$ cat src/rtl/bist_controller_if.sv
// Bus between the BIST sequencer and its surroundings: run request, MISR contents,
// the pattern-generator/scan/MISR enables and the run result.
interface bist_controller_if #(
    parameter int SIG_W = 4
);
    logic             bist_start;
    logic [SIG_W-1:0] misr_sig;
    logic             bist_mode;
    logic             scan_en;
    logic             lfsr_init;
    logic             lfsr_en;
    logic             misr_init;
    logic             misr_en;
    logic             bist_end;
    logic             pass_nfail;

    modport master (
        input  bist_start, misr_sig,
        output bist_mode, scan_en, lfsr_init, lfsr_en,
               misr_init, misr_en, bist_end, pass_nfail
    );

    modport slave (
        output bist_start, misr_sig,
        input  bist_mode, scan_en, lfsr_init, lfsr_en,
               misr_init, misr_en, bist_end, pass_nfail
    );
endinterface

$ cat src/rtl/bist_controller.sv
// Per-scan BIST sequencer: seeds the LFSR, shifts/captures N_PATTERNS patterns, checks the MISR.
// Optional macro BIST_ABORT_EN: dropping bist_start mid-run returns to IDLE without a result.
module bist_controller #(
    parameter int               SCAN_LEN   = 4,
    parameter int               N_PATTERNS = 10,
    parameter int               SIG_W      = 4,
    parameter logic [SIG_W-1:0] GOLDEN_SIG = SIG_W'('hA),
    parameter int               CNT_W      = 8
) (
    input  logic              clock,
    input  logic              reset,
    bist_controller_if.master bus
);

    typedef enum logic [2:0] {
        IDLE,
        INIT,
        SHIFT,
        CAPTURE,
        COMPARE,
        DONE
    } state_t;

    localparam logic [CNT_W-1:0] SHIFT_LAST = CNT_W'(SCAN_LEN - 1);
    localparam logic [CNT_W-1:0] PAT_TOTAL  = CNT_W'(N_PATTERNS);

    state_t           state;
    state_t           state_next;
    logic [CNT_W-1:0] shift_cnt;
    logic [CNT_W-1:0] shift_next;
    logic [CNT_W-1:0] pat_cnt;
    logic [CNT_W-1:0] pat_next;
    logic             end_q;
    logic             end_next;
    logic             pass_q;
    logic             pass_next;
    logic             abort;

    always_ff @(posedge clock) begin
        if (reset) begin
            state     <= IDLE;
            shift_cnt <= '0;
            pat_cnt   <= '0;
            end_q     <= 1'b0;
            pass_q    <= 1'b0;
        end else begin
            state     <= state_next;
            shift_cnt <= shift_next;
            pat_cnt   <= pat_next;
            end_q     <= end_next;
            pass_q    <= pass_next;
        end
    end

`ifdef BIST_ABORT_EN
    assign abort = !bus.bist_start;
`else
    assign abort = 1'b0;
`endif

    // The final SHIFT pass (pat_cnt == N_PATTERNS) only unloads the last response.
    always_comb begin
        state_next = state;
        shift_next = shift_cnt;
        pat_next   = pat_cnt;
        end_next   = end_q;
        pass_next  = pass_q;
        case (state)
            IDLE: begin
                end_next  = 1'b0;
                pass_next = 1'b0;
                if (bus.bist_start) begin
                    state_next = INIT;
                end
            end
            INIT: begin
                shift_next = '0;
                pat_next   = '0;
                state_next = SHIFT;
            end
            SHIFT: begin
                if (shift_cnt == SHIFT_LAST) begin
                    state_next = (pat_cnt < PAT_TOTAL) ? CAPTURE : COMPARE;
                end else begin
                    shift_next = shift_cnt + CNT_W'(1);
                end
            end
            CAPTURE: begin
                pat_next   = pat_cnt + CNT_W'(1);
                shift_next = '0;
                state_next = SHIFT;
            end
            COMPARE: begin
                end_next   = 1'b1;
                pass_next  = (bus.misr_sig == GOLDEN_SIG);
                state_next = DONE;
            end
            DONE: begin
                if (!bus.bist_start) begin
                    end_next   = 1'b0;
                    pass_next  = 1'b0;
                    shift_next = '0;
                    pat_next   = '0;
                    state_next = IDLE;
                end
            end
            default: begin
                state_next = IDLE;
            end
        endcase
        if (abort && (state inside {INIT, SHIFT, CAPTURE, COMPARE})) begin
            state_next = IDLE;
            shift_next = '0;
            pat_next   = '0;
            end_next   = 1'b0;
            pass_next  = 1'b0;
        end
    end

    always_comb begin
        bus.bist_mode = (state != IDLE);
        bus.scan_en   = 1'b0;
        bus.lfsr_init = 1'b0;
        bus.lfsr_en   = 1'b0;
        bus.misr_init = 1'b0;
        bus.misr_en   = 1'b0;
        case (state)
            INIT: begin
                bus.lfsr_init = 1'b1;
                bus.misr_init = 1'b1;
            end
            SHIFT: begin
                bus.scan_en = 1'b1;
                bus.lfsr_en = 1'b1;
                bus.misr_en = 1'b1;
            end
            default: begin
                bus.scan_en = 1'b0;
            end
        endcase
    end

    assign bus.bist_end   = end_q;
    assign bus.pass_nfail = pass_q;

endmodule
$ cat src/flat_wrapper.sv
// flat-port wrapper written by rule: the top's interface ports become plain ports
module bist_controller_flat 
#(
    parameter int               SCAN_LEN   = 4,
    parameter int               N_PATTERNS = 10,
    parameter int               SIG_W      = 4,
    parameter logic [SIG_W-1:0] GOLDEN_SIG = SIG_W'('hA),
    parameter int               CNT_W      = 8
)
  (clock, reset, bus_bist_start, bus_misr_sig, bus_bist_mode, bus_scan_en, bus_lfsr_init, bus_lfsr_en, bus_misr_init, bus_misr_en, bus_bist_end, bus_pass_nfail);
  bist_controller_if #(.SIG_W(SIG_W)) bus_i ();
  input  logic clock;
  input  logic reset;
  input wire logic [$bits(bus_i.bist_start)-1:0] bus_bist_start;
  input wire logic [$bits(bus_i.misr_sig)-1:0] bus_misr_sig;
  output wire logic [$bits(bus_i.bist_mode)-1:0] bus_bist_mode;
  output wire logic [$bits(bus_i.scan_en)-1:0] bus_scan_en;
  output wire logic [$bits(bus_i.lfsr_init)-1:0] bus_lfsr_init;
  output wire logic [$bits(bus_i.lfsr_en)-1:0] bus_lfsr_en;
  output wire logic [$bits(bus_i.misr_init)-1:0] bus_misr_init;
  output wire logic [$bits(bus_i.misr_en)-1:0] bus_misr_en;
  output wire logic [$bits(bus_i.bist_end)-1:0] bus_bist_end;
  output wire logic [$bits(bus_i.pass_nfail)-1:0] bus_pass_nfail;
  assign bus_i.bist_start = bus_bist_start;
  assign bus_i.misr_sig = bus_misr_sig;
  assign bus_bist_mode = bus_i.bist_mode;
  assign bus_scan_en = bus_i.scan_en;
  assign bus_lfsr_init = bus_i.lfsr_init;
  assign bus_lfsr_en = bus_i.lfsr_en;
  assign bus_misr_init = bus_i.misr_init;
  assign bus_misr_en = bus_i.misr_en;
  assign bus_bist_end = bus_i.bist_end;
  assign bus_pass_nfail = bus_i.pass_nfail;
  bist_controller #(.SCAN_LEN(SCAN_LEN), .N_PATTERNS(N_PATTERNS), .SIG_W(SIG_W), .GOLDEN_SIG(GOLDEN_SIG), .CNT_W(CNT_W)) u_core (.clock(clock), .reset(reset), .bus(bus_i));
endmodule
$ cat config.mk
export PLATFORM = sky130hd
export DESIGN_NAME = bist_controller_flat
export DESIGN_NICKNAME = d
export VERILOG_FILES = /design/src/rtl/bist_controller_if.sv /design/src/rtl/bist_controller.sv /design/src/flat_wrapper.sv
export SDC_FILE = /design/constraint.sdc
export NUM_CORES = 1
export LEC_CHECK = 0
export BUFFER_PORTS_ARGS = -buffer_cell sky130_fd_sc_hd__buf_2
export CORE_MARGIN = 3
export CORE_UTILIZATION = 50
export DETAILED_ROUTE_END_ITERATION = 8
export PLACE_DENSITY = 0.73
export SKIP_LAST_GASP = 1
export SYNTH_ARGS = -nofsm -noshare
export SYNTH_HDL_FRONTEND = slang
export SYNTH_SLANG_ARGS = --single-unit
export TNS_END_PERCENT = 1
$ cat constraint.sdc
create_clock -name clock -period 1.24 [get_ports clock]
set_input_delay 0.186 -clock clock [delete_from_list [all_inputs] [get_ports clock]]
set_output_delay 0.186 -clock clock [all_outputs]
set_load 0.01 [all_outputs]
==> results of run 1 <==
-- power groups by stage --
stage          Combinational [mW]  Clock (mW)  Sequential [mW]
6_report                    0.419       0.334            0.723
5_1_grt                     0.456       0.374            0.725
4_1_cts                     0.408       0.338            0.719
3_5_place_dp                0.362           0            0.739
3_3_place_gp                0.347           0            0.737
2_1_floorplan               0.232           0            0.724
-- cell type report --
cell class	count	area, µm²
clock buffer	4	26.3
fill	172	597
inverter	3	11.3
multi-input combinational	116	788
sequential	21	433
tap	28	35.0
timing repair buffer	55	407
-- repair_timing --
action                                  in CTS  in global routing
pin swaps                                    0                  2
endpoints found under the setup margin      25                 27
setup buffers                                8                  0
cloned                                       0                  0
resized for setup                            7                  5
-- state kept, by name (all words and copies together), names as in the netlist --
signal,flops
u_core.shift_cnt,8
u_core.pat_cnt,8
u_core.state,3
u_core.bus.bist_end,1
u_core.bus.pass_nfail,1
-- metrics by stage --
step	setup TNS [ns]	hold slack, ns	total power [mW]
finish	-3.22	0.169	1.48
global placement	-0.923	0.461	1.08
floorplan	-0.129	0.350	0.956
detailed placement	-1.74	0.469	1.10
CTS	-3.16	0.136	1.47
global route	-5.20	0.165	1.56
-- layer usage --
metal	GRT usage	vias to the layer above	wire, µm
met5	0	-	0
met4	0.108	0	106
met3	0.0278	12	156
met2	0.387	51	1690
met1	0.284	609	1480
li1	-	647	-
-- worst paths after layout --
check | slack, ns | end | start
max | -0.22 | bus_bist_mode | u_core.state[0]$_SDFFE_PP0P_
min reg2reg | 0.51 | u_core.pat_cnt[3]$_SDFFE_PP0P_ | u_core.pat_cnt[3]$_SDFFE_PP0P_
max reg2reg | -0.21 | u_core.pat_cnt[7]$_SDFFE_PP0P_ | u_core.state[2]$_SDFFE_PP0P_
min | 0.17 | u_core.bus.pass_nfail$_SDFFE_PP0P_ | bus_misr_sig[3]
-- worst max-delay path: cells and delay by family (launching register included) --
family | cells | cell delay (ns)
simple gates | 1 | 0.32
flops | 1 | 0.38
buf+inv | 2 | 0.26
-- cells in the final DEF, fill, tap and decap left out, drive strengths merged, types with 2 or more instances in the layout --
cell type  count
buf           55
dfxtp         21
a21oi         16
o21ai         15
nand2         12
nor2          12
a31oi          7
nand2b         6
and2           4
nand3          4
mux2i          4
or3            4
clkbuf         4
inv            3
nand4          3
nor4           3
and3           3
or3b           3
nor3           2
nor2b          2
a32oi          2
nand3b         2
ha             2
-- logic make-up (layout without fill, tap and decap cells) --
logic type / Yosys count / in the layout / synth area share
flip-flops: 21 / 21 / 0.337
buffers and inverters: 14 / 62 / 0.0641
AND/OR/NAND/NOR: 63 / 63 / 0.320
AO/OA/AOI/OAI: 47 / 47 / 0.227
multiplexers: 4 / 4 / 0.0321
adder cells (fa/ha/maj): 2 / 2 / 0.0200
==> results.cfg, run 1 <==
[finish]
final_cells = 227
num_antenna_cells = 0
utilization = 0.740
drive_above_1_share = 0.417
area_growth_pct = 36.2
fin_area_um2 = 1700
final_nets = 209

[timing]
rsz0062_at_grt = yes
finClkSkew_ns = 0.00523
hold_violations = 0
finalCriticalPeriod_ns = 1.46
fmax_mhz = 684
worst_pin_slew_ns = 0.352
report.final.slew_viol_count = 0
finalWorstSetupSlack_ns = -0.221
relSlewSlack = 0.763
setup_violations = 24
fin_crit_sh = 1.18

[synthesis]
netlist_top_cells_count = dfxtp_1, a21oi_1, o21ai_0
yosysTopAreaCell = dfxtp_1
syn_avg_cell_area_um2 = 8.27
synth_area_um2 = 1250
seq_area_frac_synth = 0.337
synth_edf_count = 0
ys_dominant_reg_cell = dfxtp_1
syn_inst = 151
syn-num-nets = 160
synth_cell_types = 45
ys.warnings.count = 0
synth_top_area_share = 0.337
async_flop_share = 0
yosys-top-cells-area = dfxtp_1, a21oi_1, o21ai_0
ys_ff_latch = 21
yosys.cell_count.top_type = dfxtp_1

[clocking]
cts.root.buffer_cell = clkbuf_4
htree_levels = 1
cts.sinks = 21
worstSkewPairLatency_ns = 0.30
clkTransAtPathRegs_ns = 0.12
cts_buffers = 3
cts_tree = built
ctsLongestPathBuffers = 2
holdBufCountCts = 0

[worst_setup_path]
cp-start-kind = flop
crit_required_ns = 1.05
worstPathMaxFanout = 3
cp.arrival_ns = 1.27
path_cells = buf_12 -> or3_1 -> buf_2
crit_type = reg2out
max_stage_delay_ns = 0.38
slowest_stage = dfxtp_4
reg2regPathDepth = 4
end_kind = output pin

[routing]
drc = 0
antenna_left = 0
drtIter0Drc = 76
route.vias.total = 1319
dr.pass1.iters = 4
wire_per_inst_um = 15.1
wl_um = 3430
drt-vias-per-instance = 5.81

[power_and_ir_drop]
powerDensity_nw_per_um2 = 868
clock_power_share = 0.226
swShare = 0.305
ir_drop_v = 0.000663
p_switching_mw = 0.450
power_leakage_nw = 0.756
seq_power_share = 0.490
p_comb_frac = 0.284
p_int_mw = 1.03

[grt]
grt_max_degree = 12
grt_usage = 0.228
grt_overflow = 0
grt_pass1_vias = 1289
grt_antenna_before_repair = 0
grt_pass1_wl_um = 5750

[placed_design]
placed_cell_area_um2 = 1560
place_congestion = 0.855
io_buffers = 14
dp.cells = 215
dp_slack_ns = -0.160
hpwl_um = 2390

[die]
die_area_um2 = 3130
coreArea_um2 = 2300
ios = 15
initial_core_util = 0.544
die_w_um = 56.0
num_rows = 17
die_y_um = 56.0

[run_status]
violations = setup timing
status = finished with violations

[flow_run]
drv_cap = 0

[min_path]
hp-class = in2reg
hold_depth = 3
No activity file was read; power rests on OpenSTA's default activity.
==> inputs of run 2 (changes only) <==
--- a/config.mk
+++ b/config.mk
@@ -5,10 +5,12 @@
 export SDC_FILE = /design/constraint.sdc
 export NUM_CORES = 1
 export LEC_CHECK = 0
+export ABC_CLOCK_PERIOD_IN_PS = 1240
 export BUFFER_PORTS_ARGS = -buffer_cell sky130_fd_sc_hd__buf_2
-export CORE_MARGIN = 3
+export CORE_MARGIN = 2
 export CORE_UTILIZATION = 50
 export DETAILED_ROUTE_END_ITERATION = 8
+export GPL_TIMING_DRIVEN = 0
 export PLACE_DENSITY = 0.73
 export SKIP_LAST_GASP = 1
 export SYNTH_ARGS = -nofsm -noshare
==> results.cfg, run 2 (same netlist as run 1, synthesis figures left out) <==
[worst_setup_path]
path_cells = buf_8 -> or3_1 -> buf_2
crit_type = reg2out
r2r_start = u_core.shift_cnt[1]$_SDFFE_PP0P_
slowest_stage = dfxtp_2
crit_required_ns = 1.05
worstPathMaxFanout = 4
reg2regPathDepth = 6
critPathTopFamily = flip-flops
r2r_end = u_core.state[2]$_SDFFE_PP0P_
path_buf_inv = 2
regToRegSetupSlack_ns = -0.19
end_kind = output pin
cp.arrival_ns = 1.29
max_stage_delay_ns = 0.36
cp-start-kind = flop

[timing]
setup_violations = 25
hold_violations = 0
fmax_mhz = 679
rsz0062_at_grt = yes
finalWorstSetupSlack_ns = -0.233
finalCriticalPeriod_ns = 1.47
finClkSkew_ns = 0.00371
hold_slack_ns = 0.132
report.final.slew_viol_count = 0
worst_pin_slew_ns = 0.436
fin_crit_sh = 1.19
relSlewSlack = 0.709
fin_setup_tns_ns = -3.60

[grt]
grt_util_met3 = 0.0250
grt_pass1_vias = 1039
busiest_layer = met2
grt_antenna_before_repair = 0
grt_overflow = 0
grt_util_met1 = 0.259
grt_pass1_wl_um = 4480
grt_usage = 0.212
grt_max_degree = 13
grt_use_met2 = 0.362

[routing]
antenna_left = 0
wl_um = 2890
drt-vias-per-instance = 5.90
drc = 0
dr.pass1.iters = 4
route.vias.total = 1198
drtIter0Drc = 23
wire_per_inst_um = 14.2

[placed_design]
hpwl_um = 1960
io_buffers = 13
place_congestion = 0.897
dp_slack_ns = -0.234

[die]
num_rows = 18
die_area_um2 = 2910
die_w_um = 54.0
initial_core_util = 0.518
die_y_um = 54.0
ios = 15
coreArea_um2 = 2410

[clocking]
cts.root.buffer_cell = clkbuf_4
clkTransAtPathRegs_ns = 0.12
cts_buffers = 3
worstSkewPairLatency_ns = 0.31
ctsLongestPathBuffers = 2
htree_levels = 1
cts.sinks = 21
holdBufCountCts = 0
cts_tree = built

[run_status]
status = finished with violations
violations = setup timing

[finish]
num_antenna_cells = 0
most-common-layout-cells = buf_2, dfxtp_1, o21ai_0, nand2_1, a21oi_1
top_regs = u_core.pat_cnt x8, u_core.shift_cnt x8, u_core.state x3
final_nets = 183
seq_area_um2 = 433
multi_input_comb_area_um2 = 790
nFillCells = 195
area_growth_pct = 19.3
drive_above_1_share = 0.324

[power_and_ir_drop]
ir_drop_v = 0.000827
powerDensity_nw_per_um2 = 959
power_leakage_nw = 0.616

[min_path]
worstHoldStart = reset
hold_depth = 2
hp-class = in2reg
min_to = u_core.shift_cnt[1]$_SDFFE_PP0P_

[flow_run]
drv_cap = 0
run 2: cell types whose count changed in the layout (fill, tap and decap cells not counted), moves of 2 or more:
cell     previous run  this run
nor3_2              2         0
a21oi_2             2         4
buf_4              38        10
o21ai_2             2         0
o21ai_1             0         2
buf_12              2         0
run 2: final cells by class:
class                           count  area share
Clock buffer                        3      0.0151
Clock inverter                      1     0.00336
Tap cell                           30      0.0252
Multi-Input combinational cell    116       0.530
Buffer                             10      0.0546
Sequential cell                    21       0.291
Inverter                            3     0.00756
Timing Repair Buffer               19      0.0739
run 2: metal layers:
metal	up-vias	part of all wire
met2	28	0.49
met4	0	0.026
li1	593	-
met1	568	0.45
met3	9	0.028
met5	-	0
run 2: how the worst max path moves through the flow:
stage	endpoint	slack [ns]	start	cells after the start
floorplan	u_core.shift_cnt[2]$_SDFFE_PP0P_	-0.03	u_core.shift_cnt[1]$_SDFFE_PP0P_	5
global placement	u_core.shift_cnt[5]$_SDFFE_PP0P_	-0.18	u_core.shift_cnt[0]$_SDFFE_PP0P_	5
detailed placement	u_core.shift_cnt[5]$_SDFFE_PP0P_	-0.23	u_core.shift_cnt[1]$_SDFFE_PP0P_	5
CTS	bus_bist_mode	-0.30	u_core.state[0]$_SDFFE_PP0P_	4
global route	bus_scan_en	-0.28	u_core.state[1]$_SDFFE_PP0P_	5
finish	bus_bist_mode	-0.23	u_core.state[0]$_SDFFE_PP0P_	3
run 2: power breakdown:
group / leakage [nW] / switching, mW / internal, mW
clock network: 0.0177 / 0.229 / 0.121
logic: 0.425 / 0.210 / 0.156
registers: 0.173 / 0.0176 / 0.695
run 2: what timing repair did:
action,CTS,global route
setup endpoints to repair,26,27
buffers inserted,3,3
resized for setup,12,6
pin swaps,0,2
run 2: per-stage QoR:
stage	cells	instance area (µm²)	total power, mW	util
CTS	201	1460	1.42	0.604
detailed placement	194	1370	1.04	0.568
finish	203	1490	1.43	0.618
floorplan	151	1270	0.956	-
global route	203	1490	1.50	0.618
global placement	194	1370	1.03	0.568
run 2: worst register-to-register path, cell delays in order (launching register included):
cell      delay (ns)
dfxtp_2         0.39
ha_4            0.16
nor4b_4         0.18
buf_4           0.18
nand3b_1        0.10
a31o_2          0.28
nor2_2          0.10
==> inputs of run 3 (changes only) <==
--- a/config.mk
+++ b/config.mk
@@ -6,12 +6,13 @@
 export NUM_CORES = 1
 export LEC_CHECK = 0
 export ABC_CLOCK_PERIOD_IN_PS = 1240
-export BUFFER_PORTS_ARGS = -buffer_cell sky130_fd_sc_hd__buf_2
+export CORE_ASPECT_RATIO = 0.7
 export CORE_MARGIN = 2
 export CORE_UTILIZATION = 50
 export DETAILED_ROUTE_END_ITERATION = 8
+export DONT_BUFFER_PORTS = 1
 export GPL_TIMING_DRIVEN = 0
-export PLACE_DENSITY = 0.73
+export PLACE_DENSITY = 0.68
 export SKIP_LAST_GASP = 1
 export SYNTH_ARGS = -nofsm -noshare
 export SYNTH_HDL_FRONTEND = slang
==> results.cfg, run 3 (same netlist as run 1, synthesis figures left out) <==
[grt]
grt_pass1_vias = 1004
grt_max_degree = 13
grt_pass1_wl_um = 4710
grt_antenna_before_repair = 0
grt_overflow = 0
grt_usage = 0.210

[die]
die_w_um = 63.7
die_area_um2 = 2920
coreArea_um2 = 2420
ios = 15
initial_core_util = 0.516
die_y_um = 45.8
num_rows = 15

[timing]
relSlewSlack = 0.709
fmax_mhz = 681
finClkSkew_ns = 0.00660
finalWorstSetupSlack_ns = -0.229
finalCriticalPeriod_ns = 1.47
worst_pin_slew_ns = 0.436
fin_crit_sh = 1.18
report.final.slew_viol_count = 0
hold_violations = 0
setup_violations = 25
rsz0062_at_grt = yes

[routing]
antenna_left = 0
drt-vias-per-instance = 5.89
dr.pass1.iters = 4
route.vias.total = 1143
wl_um = 2700
drtIter0Drc = 37
drc = 0
wire_per_inst_um = 13.9

[finish]
mostFrequentLayoutCell = dfxtp_1
top_regs = u_core.pat_cnt x8, u_core.shift_cnt x8, u_core.state x3
final_cells = 194
final_nets = 170
drive_above_1_share = 0.275
most-common-layout-cells = dfxtp_1, a21oi_1, o21ai_0, nand2_1, buf_4
area_growth_pct = 14.2
nFillCells = 232
num_antenna_cells = 0
utilization = 0.589

[min_path]
hp-class = in2reg
hold_depth = 2

[power_and_ir_drop]
ir_drop_v = 0.000608
powerDensity_nw_per_um2 = 972
power_mw = 1.39
power_leakage_nw = 0.555

[worst_setup_path]
critPathTopFamily = flip-flops
crit_required_ns = 1.46
path_cells = ha_4 -> nor4b_4 -> a21oi_2 -> o21ai_2 -> mux2i_1
reg2regPathDepth = 5
crit_type = reg2reg
path_buf_inv = 0
path_depth = 5
worstPathMaxFanout = 5
cp-start-kind = flop
end_kind = flop
slowest_stage = dfxtp_2
cp.arrival_ns = 1.69
max_stage_delay_ns = 0.37

[clocking]
holdBufCountCts = 0
cts.root.buffer_cell = clkbuf_4
cts_tree = built
cts_buffers = 3
ctsLongestPathBuffers = 2
clkTransAtPathRegs_ns = 0.12
worstSkewPairLatency_ns = 0.31
cts.sinks = 21
htree_levels = 1

[placed_design]
io_buffers = 0
hpwl_um = 1930
dp.cells = 185
place_congestion = 0.821

[run_status]
status = finished with violations
violations = setup timing

[flow_run]
drv_cap = 0
## run 3: final cells by class
cell class / instances / area, µm² / area share
clock inverter: 1 / 5.00 / 0.00351
clock buffer: 3 / 22.5 / 0.0158
buffer: 11 / 88.8 / 0.0623
inverter: 3 / 11.3 / 0.00789
multi-input combinational: 116 / 792 / 0.555
sequential: 21 / 427 / 0.299
timing repair buffer: 5 / 37.5 / 0.0263
tap: 34 / 42.5 / 0.0298
## run 3: per-stage QoR
stage               worst slack (ns)  TNS [ns]  hold WS (ns)  cell area (µm²)
floorplan                    -0.0335    -0.129         0.350             1270
finish                        -0.229     -3.39        0.0220             1430
CTS                           -0.216     -3.02        0.0102             1410
global route                  -0.348     -6.00        0.0421             1430
global placement              -0.175     -2.01         0.356             1310
detailed placement            -0.241     -2.24         0.360             1310
## run 3: what timing repair did
action | in CTS | in global routing
pin swaps | 5 | 1
endpoints found under the setup margin | 25 | 25
resized for setup | 13 | 2
buffers inserted | 4 | 1
## run 3: final timing paths
path	from	to	slack, ns
setup / recovery	u_core.shift_cnt[0]$_SDFFE_PP0P_	u_core.shift_cnt[2]$_SDFFE_PP0P_	-0.23
setup reg to reg	u_core.shift_cnt[0]$_SDFFE_PP0P_	u_core.shift_cnt[2]$_SDFFE_PP0P_	-0.23
hold reg to reg	u_core.pat_cnt[7]$_SDFFE_PP0P_	u_core.pat_cnt[7]$_SDFFE_PP0P_	0.52
hold / removal	bus_misr_sig[3]	u_core.bus.pass_nfail$_SDFFE_PP0P_	0.02
## run 3: layer usage
layer,vias up,part of all wire,GRT usage
li1,576,-,-
met1,511,0.51,0.313
met2,52,0.38,0.288
met3,4,0.098,0.0619
met4,0,0.013,0.0565
met5,-,0,0
## run 3: worst reg2reg max path, stage by stage, from the launching register on
cell     delay (ns)
dfxtp_2        0.37
ha_4           0.14
nor4b_4        0.33
a21oi_2        0.15
o21ai_2        0.14
mux2i_1        0.25
## run 3: power breakdown
| part | switching (mW) | internal, mW | total, mW |
|---|---|---|---|
| registers | 0.0120 | 0.697 | 0.709 |
| logic | 0.202 | 0.139 | 0.341 |
| clock network | 0.216 | 0.121 | 0.336 |
| total | 0.429 | 0.957 | 1.39 |
